--- src/rtl/load_store_unit.sv ---
// load_store_unit
// Converts byte/halfword/word loads and stores from the execute stage into
// word-only accesses on a single-port data memory. Sub-word stores are done
// as a read-modify-write pair. One request is in flight at a time.
//
// Optional feature macro: LSU_MISALIGN_TRAP_EN
//   defined   : misaligned halfword/word requests make no memory access and
//               complete with resp_error = 1.
//   undefined : misaligned requests proceed aligned (low address bits ignored)
//               and resp_error is tied to 0.

module load_store_unit #(
    parameter int ADDR_W = 32
) (
    input  logic              clk,
    input  logic              reset,
    input  logic              req_valid,
    output logic              req_ready,
    input  logic              req_write,
    input  logic [1:0]        req_size,
    input  logic              req_signed,
    input  logic [ADDR_W-1:0] req_addr,
    input  logic [31:0]       req_wdata,
    output logic              resp_valid,
    output logic [31:0]       resp_rdata,
    output logic              resp_error,
    output logic              mem_read,
    output logic              mem_write,
    output logic [31:0]       mem_address,
    output logic [31:0]       mem_write_data,
    input  logic [31:0]       mem_read_data
);

    typedef enum logic [2:0] {
        S_IDLE   = 3'd0,
        S_LD     = 3'd1,
        S_ST     = 3'd2,
        S_RMW_RD = 3'd3,
        S_RMW_WR = 3'd4,
        S_ERR    = 3'd5,
        S_RESP   = 3'd6
    } state_t;

    state_t      state_q;
    state_t      state_d;
    logic        accept_s;
    logic        trap_s;

    // Request fields captured at accept; req_* are ignored afterwards.
    logic [1:0]  size_q;
    logic        signed_q;
    logic [31:0] wdata_q;
    logic [1:0]  lane_q;

    // Registered outputs.
    logic        req_ready_q;
    logic        resp_valid_q;
    logic        mem_read_q;
    logic        mem_write_q;
    logic [31:0] resp_rdata_q;
    logic [31:0] mem_address_q;
    logic [31:0] mem_write_data_q;

    // Select and extend the addressed lane(s) of a memory word.
    // Halfwords use lane pair lane[1]; lane[0] is ignored here.
    function automatic logic [31:0] load_extract(
        input logic [31:0] word,
        input logic [1:0]  size,
        input logic [1:0]  lane,
        input logic        sgn
    );
        logic [7:0]  b;
        logic [15:0] h;
        logic [31:0] r;
        b = word[{lane, 3'b000} +: 8];
        h = lane[1] ? word[31:16] : word[15:0];
        case (size)
            2'b00: r = sgn ? {{24{b[7]}}, b} : {24'h000000, b};
            2'b01: r = sgn ? {{16{h[15]}}, h} : {16'h0000, h};
            default: r = word;
        endcase
        return r;
    endfunction

    // Replace the target lane(s) of the old word with right-justified store data.
    function automatic logic [31:0] store_merge(
        input logic [31:0] old_word,
        input logic [31:0] wd,
        input logic [1:0]  size,
        input logic [1:0]  lane
    );
        logic [31:0] m;
        m = old_word;
        case (size)
            2'b00: m[{lane, 3'b000} +: 8] = wd[7:0];
            2'b01: begin
                if (lane[1]) begin
                    m[31:16] = wd[15:0];
                end else begin
                    m[15:0] = wd[15:0];
                end
            end
            default: m = wd;
        endcase
        return m;
    endfunction

`ifdef LSU_MISALIGN_TRAP_EN
    logic resp_error_q;

    // Halfwords must be 2-byte aligned, words 4-byte aligned; bytes never trap.
    function automatic logic is_misaligned(
        input logic [1:0] size,
        input logic [1:0] lane
    );
        logic r;
        case (size)
            2'b00:   r = 1'b0;
            2'b01:   r = lane[0];
            default: r = (lane != 2'b00);
        endcase
        return r;
    endfunction

    assign trap_s     = is_misaligned(req_size, req_addr[1:0]);
    assign resp_error = resp_error_q;
`else
    assign trap_s     = 1'b0;
    assign resp_error = 1'b0;
`endif

    // Next-state logic: sequence one request from accept through the response cycle.
    always_comb begin
        state_d  = state_q;
        accept_s = 1'b0;
        case (state_q)
            S_IDLE: begin
                if (req_valid) begin
                    accept_s = 1'b1;
                    if (trap_s) begin
                        state_d = S_ERR;
                    end else if (!req_write) begin
                        state_d = S_LD;
                    end else if (req_size[1]) begin
                        state_d = S_ST;
                    end else begin
                        state_d = S_RMW_RD;
                    end
                end else begin
                    state_d = S_IDLE;
                end
            end
            S_LD:     state_d = S_RESP;
            S_ST:     state_d = S_RESP;
            S_RMW_RD: state_d = S_RMW_WR;
            S_RMW_WR: state_d = S_RESP;
            S_ERR:    state_d = S_RESP;
            S_RESP:   state_d = S_IDLE;
            default:  state_d = S_IDLE;
        endcase
    end

    // FSM state register; reset abandons any request in flight.
    always_ff @(posedge clk or posedge reset) begin
        if (reset) begin
            state_q <= S_IDLE;
        end else begin
            state_q <= state_d;
        end
    end

    // Capture the request fields on the accept edge.
    always_ff @(posedge clk or posedge reset) begin
        if (reset) begin
            size_q   <= 2'b00;
            signed_q <= 1'b0;
            wdata_q  <= 32'h0000_0000;
            lane_q   <= 2'b00;
        end else if (accept_s) begin
            size_q   <= req_size;
            signed_q <= req_signed;
            wdata_q  <= req_wdata;
            lane_q   <= req_addr[1:0];
        end
    end

    // Strobes and handshake flags are decoded from the next state so they
    // come straight from flops and track the state register cycle for cycle.
    always_ff @(posedge clk or posedge reset) begin
        if (reset) begin
            req_ready_q  <= 1'b1;
            resp_valid_q <= 1'b0;
            mem_read_q   <= 1'b0;
            mem_write_q  <= 1'b0;
        end else begin
            req_ready_q  <= (state_d == S_IDLE);
            resp_valid_q <= (state_d == S_RESP);
            mem_read_q   <= (state_d == S_LD) || (state_d == S_RMW_RD);
            mem_write_q  <= (state_d == S_ST) || (state_d == S_RMW_WR);
        end
    end

`ifdef LSU_MISALIGN_TRAP_EN
    // Error flag accompanies the response that follows the ERR state.
    always_ff @(posedge clk or posedge reset) begin
        if (reset) begin
            resp_error_q <= 1'b0;
        end else begin
            resp_error_q <= (state_d == S_RESP) && (state_q == S_ERR);
        end
    end
`endif

    // Word index is latched at accept and held until the next request.
    always_ff @(posedge clk or posedge reset) begin
        if (reset) begin
            mem_address_q <= 32'h0000_0000;
        end else if (accept_s) begin
            mem_address_q <= 32'(req_addr >> 2);
        end
    end

    // Load data path: extract and extend on the edge that ends the LD cycle.
    always_ff @(posedge clk or posedge reset) begin
        if (reset) begin
            resp_rdata_q <= 32'h0000_0000;
        end else if (state_q == S_LD) begin
            resp_rdata_q <= load_extract(mem_read_data, size_q, lane_q, signed_q);
        end
    end

    // Write data: full word for word stores, merged word at the end of RMW_RD.
    always_ff @(posedge clk or posedge reset) begin
        if (reset) begin
            mem_write_data_q <= 32'h0000_0000;
        end else if (accept_s && (state_d == S_ST)) begin
            mem_write_data_q <= req_wdata;
        end else if (state_q == S_RMW_RD) begin
            mem_write_data_q <= store_merge(mem_read_data, wdata_q, size_q, lane_q);
        end
    end

    assign req_ready      = req_ready_q;
    assign resp_valid     = resp_valid_q;
    assign resp_rdata     = resp_rdata_q;
    assign mem_read       = mem_read_q;
    assign mem_write      = mem_write_q;
    assign mem_address    = mem_address_q;
    assign mem_write_data = mem_write_data_q;

endmodule

--- config.mk ---
export PLATFORM = sky130hd
export DESIGN_NAME = load_store_unit
export DESIGN_NICKNAME = d
export VERILOG_FILES = /design/src/rtl/load_store_unit.sv
export SDC_FILE = /design/constraint.sdc
export NUM_CORES = 1
export LEC_CHECK = 0
export ABC_AREA = 1
export BUFFER_PORTS_ARGS = -buffer_cell sky130_fd_sc_hd__buf_2
export CORE_UTILIZATION = 55
export CTS_BUF_LIST = sky130_fd_sc_hd__clkbuf_4 sky130_fd_sc_hd__clkbuf_8
export DETAILED_ROUTE_END_ITERATION = 12
export PLACE_DENSITY = 0.83
export SLEW_MARGIN = 20
export SYNTH_ARGS = -nofsm -noshare
export SYNTH_HDL_FRONTEND = slang
export SYNTH_SLANG_ARGS = --single-unit
--- constraint.sdc ---
create_clock -name clk -period 13.1 [get_ports clk]
set_input_delay 1.965 -clock clk [delete_from_list [all_inputs] [get_ports clk]]
set_output_delay 1.965 -clock clk [all_outputs]
set_load 0.005 [all_outputs]
Word-level counts from Yosys, hierarchy flattened

Cells that the tools add are included.

Output and inout bits: 101
Register bits: 138

Eq/ne operators: 11
$add $sub $neg: 1
Reductions and logical operators: 8
Shifts and indexed selects: 3
Muxes and demuxes: 16

Operator list:

| operator                                             | count |
|---|---|
| two-way mux 32 bit                                   | 4 |
| case mux 32 bit (2 select lines)                     | 2 |
| two-way mux 16 bit                                   | 3 |
| bitwise mux 32 bit                                   | 1 |
| variable shift 8 x 7 -> 32 bit, first input constant | 1 |
| variable part select 32 x 6 -> 8 bit                 | 1 |
| variable part select 8 x 7 -> 32 bit                 | 1 |
| equality test 3 x 2 -> 1 bit, second input constant  | 4 |
| equality test 3 bit, second input constant           | 4 |
| case mux 3 bit (3 select lines)                      | 1 |
| negation 5 -> 7 bit                                  | 1 |
| equality test 3 x 1 -> 1 bit, second input constant  | 2 |
| logical NOT 3 bit                                    | 2 |
| OR reduction 4 bit                                   | 1 |
| two-way mux 1 bit                                    | 3 |
| two-way mux 3 bit                                    | 1 |
| equality test 2 x 1 -> 1 bit, second input constant  | 1 |
| logical NOT 2 bit                                    | 1 |
| logical OR 1 bit                                     | 2 |
| two-way mux 2 bit                                    | 1 |
| nonzero test 2 bit                                   | 1 |
| logical AND 1 bit                                    | 1 |

Logic depth before layout (Yosys ltp)

Depth after elaboration: 7
Gate-level depth with buffers: 16

Worst setup path after synthesis

No wires, ideal clock.

Path kind: input -> register
From: input req_valid
To: register mem_address_q[23] (netlist: mem_address[23])
Path buffers: 2
Slack: 10,153 ps
Setup time: 125 ps
Stages: 4
Arrival: 2,823 ps
Path through: nand3_1 buf_2 buf_2 mux2_2

Word-level cells in the longest chain between the ends: 2

RTL lines:

| item                 | RTL line | text |
|---|---|---|
| start, declared      | 17       | `input logic req_valid,` |
| two-way mux 1 bit    | 138      | `if (req_valid) begin` |
| two-way mux 1 bit    | 136      | `case (state_q)` |
| end signal, assigned | 219      | `mem_address_q <= 32'(req_addr >> 2);` |
| end, declared        | 61       | `logic [31:0] mem_address_q;` |

No other way between the ends.
A chain may end at the register's enable or synchronous reset.

Final worst setup path

From: input req_valid
To: register mem_write_data_q[17] (netlist: mem_write_data[17])

Word-level cells in the longest chain between the ends: 5

RTL lines:

| item                                                            | RTL line | text |
|---|---|---|
| two-way mux 3 bit                                               | 138      |  |
| case mux 3 bit (3 select lines)                                 | 136      |  |
| equality test 3 x 2 -> 1 bit                                    | 236      | `end else if (accept_s && (state_d == S_ST)) begin` |
| logical AND 1 bit *                                             | 236      |  |
| two-way mux 32 bit / nonzero test 2 bit (equally long branches) | --       |  |
| end signal, assigned                                            | 237      | `mem_write_data_q <= req_wdata;` |
| end signal, assigned                                            | 239      | `mem_write_data_q <= store_merge(mem_read_data, wdata_q, size_q, lane_q);` |
| end, declared                                                   | 62       | `logic [31:0] mem_write_data_q;` |

Mark *: on every way between the ends. The rest lies on a longest branch, timed or not.

==> impl_metrics.tcl <==
set metrics [dict create \
    yosysMostFrequentCell "nand2_1" \
    synth_top_cell_area_share 0.468 \
    die_y_um 117 \
    first_iter_violations 707 \
    dp_hpwl_um 14800 \
    die_x_um 117 \
    cp-start-kind "input port" \
    slew_headroom 0.276 \
    finalCriticalPeriod_ns 3.80 \
    netlist_area_um2 7330 \
    tns_ns 0 \
    dp_cells 1246 \
    syn_area_per_cell_um2 7.95 \
    ys_warn_count 0 \
    fp-row-count 41 \
    p_per_area_nw_per_um2 246 \
    vias 7175 \
    hold_viol 0 \
    antenna_found_initial 0 \
    cts_resized 0 \
    drive_gt1_frac 0.273 \
    timing_worst_slew_pin_value_ns 1.08 \
    setup_viol 0 \
    fmax_mhz 263 \
    via_per_inst 5.62 \
    cp.arrival_ns 4.15 \
    fp.coreArea_um2 12800 \
    rsz0062_at_grt "false" \
    synth_area_leaders "dfrtp_1 (47%), nand2_1 (13%), a21oi_1 (6.8%)" \
    wl_per_cell_um 16.7 \
    synth_commonest_cells "nand2_1 (252), dfrtp_1 (137), a21oi_1 (100)" \
    h-tree-depth 4 \
    yosys_most_used_dff "dfrtp_1" \
    fin_cells 1277 \
    ant_nets 0 \
    path_clk_slew_ns 0.08 \
    vdd_drop_max_mv 0.191 \
    nets 1201 \
    multi_input_area_um2 3350 \
    cts_tree "done" \
    async_reset_ff_frac 1.00 \
    synthDistinctLibCells 32 \
    clk_latency_ns 0.46 \
    grt_pass1_wl_um 34900 \
    hold_ws_ns 0.490 \
    clock_skew_ns 0.0116 \
    area_growth_syn_to_layout_pct 19.0 \
    cts_buffer_depth 2 \
    report.final.slew_viol_count 0 \
    grtUsageTotal 0.323 \
    io_buffers 200 \
    ios 204 \
    end_kind "flip-flop" \
    diodes 0 \
    drc_errors 0 \
    synthCells 922 \
    synth_edf_count 0 \
    start_util 0.572 \
    yosysSeqAreaShare 0.471 \
    min_period_over_period 0.290 \
    critPathKind "input port to flip-flop" \
    place.gp.congestion 0.969 \
    dieArea_um2 13800 \
    drv_cap 0 \
    cts.sinks 138 \
    grt-ovfl-total 0 \
    post_cts_buffers 0 \
    routed_wl_um 21300 \
    p_leak_nw 4.60 \
    regArea_um2 3450 \
    cp_data_required_time_ns 13.45 \
    grt_max_degree 86 \
    hold_buffers 0 \
    nFillCells 1100 \
    synth-seq-cells 138 \
    status "finished clean" \
    synth_top_cell_by_area "dfrtp_1" \
    firstDrtPassIters 7 \
    cts_root_buf "clkbuf_8" \
    min_path_type "flip-flop to flip-flop" \
    first_global_vias 6794 \
    path_max_fanout 64 \
    cts_buffers 17 \
]
## layout by cell type, fill, tap and decap left out, drive strengths merged
master    synthesis  routed
a21oi           100     100
and2              1       1
buf              41     208
bufinv            0       1
clkbuf           17      24
clkinv            1       5
clkinvlp          0       3
conb              1       3
dfrtp           137     137
dfstp             1       1
ha                5       5
inv              70      69
mux2             48      48
nand2           252     252
nand3            68      68
nand3b            7       7
nand4            32      32
nor2             81      81
nor3              2       2
o211ai            5       5
o21ai            46      46
o22a              1       1
or2               6       6
## power breakdown
part	switching (mW)	internal, mW
logic	0.622	0.404
registers	0.148	0.639
clock network	0.159	0.171
## metal layers
| layer | vias to the layer above | global-route usage | wire length [µm] |
|---|---|---|---|
| met5 | - | 0 | 0 |
| met4 | 0 | 0.163 | 838 |
| met3 | 61 | 0.0799 | 2070 |
| met2 | 415 | 0.471 | 9380 |
| met1 | 3342 | 0.449 | 9000 |
| li1 | 3357 | - | - |
## state kept, by name, indices dropped and copies added (netlist names)
register,cells
size_q,2
mem_address,30
resp_valid,1
mem_read,1
state_q,3
resp_rdata,32
mem_write,1
req_ready,1
mem_write_data,32
lane_q,2
wdata_q,32
signed_q,1
## path summary, 6_finish.rpt
check / startpoint / endpoint / slack, ns / depth (start not counted)
max in group asynchronous: reset / mem_write_data[26]$_DFFE_PP0P_ / 10.25 / 3
setup reg to reg: state_q[1]$_DFF_PP0_ / mem_write_data[17]$_DFFE_PP0P_ / 10.08 / 9
hold / removal: mem_address[18]$_DFFE_PP0P_ / mem_address[18]$_DFFE_PP0P_ / 0.49 / 1
min in group asynchronous: reset / mem_address[24]$_DFFE_PP0P_ / 1.66 / 2
setup / recovery: req_valid / mem_write_data[17]$_DFFE_PP0P_ / 9.30 / 8
hold reg to reg: mem_address[18]$_DFFE_PP0P_ / mem_address[18]$_DFFE_PP0P_ / 0.49 / 1
## final cells by class
type,count,area share
clock buffers,24,0.0350
repair buffers,208,0.122
flip-flops and latches,138,0.396
well taps,172,0.0247
inverters,71,0.0311
clock inverters,7,0.00775
multi-input cells,657,0.384
## per-stage QoR
step | setup WS (ns) | util | instance area [µm²] | power, mW
3_5_place_dp | 8.86 | 0.651 | 8350 | 1.80
5_1_grt | 9.06 | 0.680 | 8720 | 2.33
2_1_floorplan | 7.44 | - | 7340 | 1.47
6_report | 9.30 | 0.680 | 8720 | 2.14
4_1_cts | 9.35 | 0.680 | 8720 | 2.14
3_3_place_gp | 8.95 | 0.651 | 8350 | 1.76
## logic make-up (layout without fill, tap and decap cells)
| group | Yosys count | after routing | share of synthesized area |
|---|---|---|---|
| muxes | 48 | 48 | 0.0737 |
| other | 1 | 3 | 0.000512 |
| adders and majority gates | 5 | 5 | 0.00853 |
| buffers and inverters | 129 | 310 | 0.0749 |
| AOI/OAI and AO/OA | 152 | 152 | 0.109 |
| DFF | 138 | 138 | 0.471 |
| and+or+nand+nor | 449 | 449 | 0.263 |
## critical path, stage by stage
cell and delay, ns:
buf_2 0.13, nand4_1 0.09, nand2_1 0.64, nand3_2 0.22
buf_4 0.54, nand2_1 0.34, nand2_1 0.16, nand2_1 0.07
No activity file was read; power rests on OpenSTA's default activity.
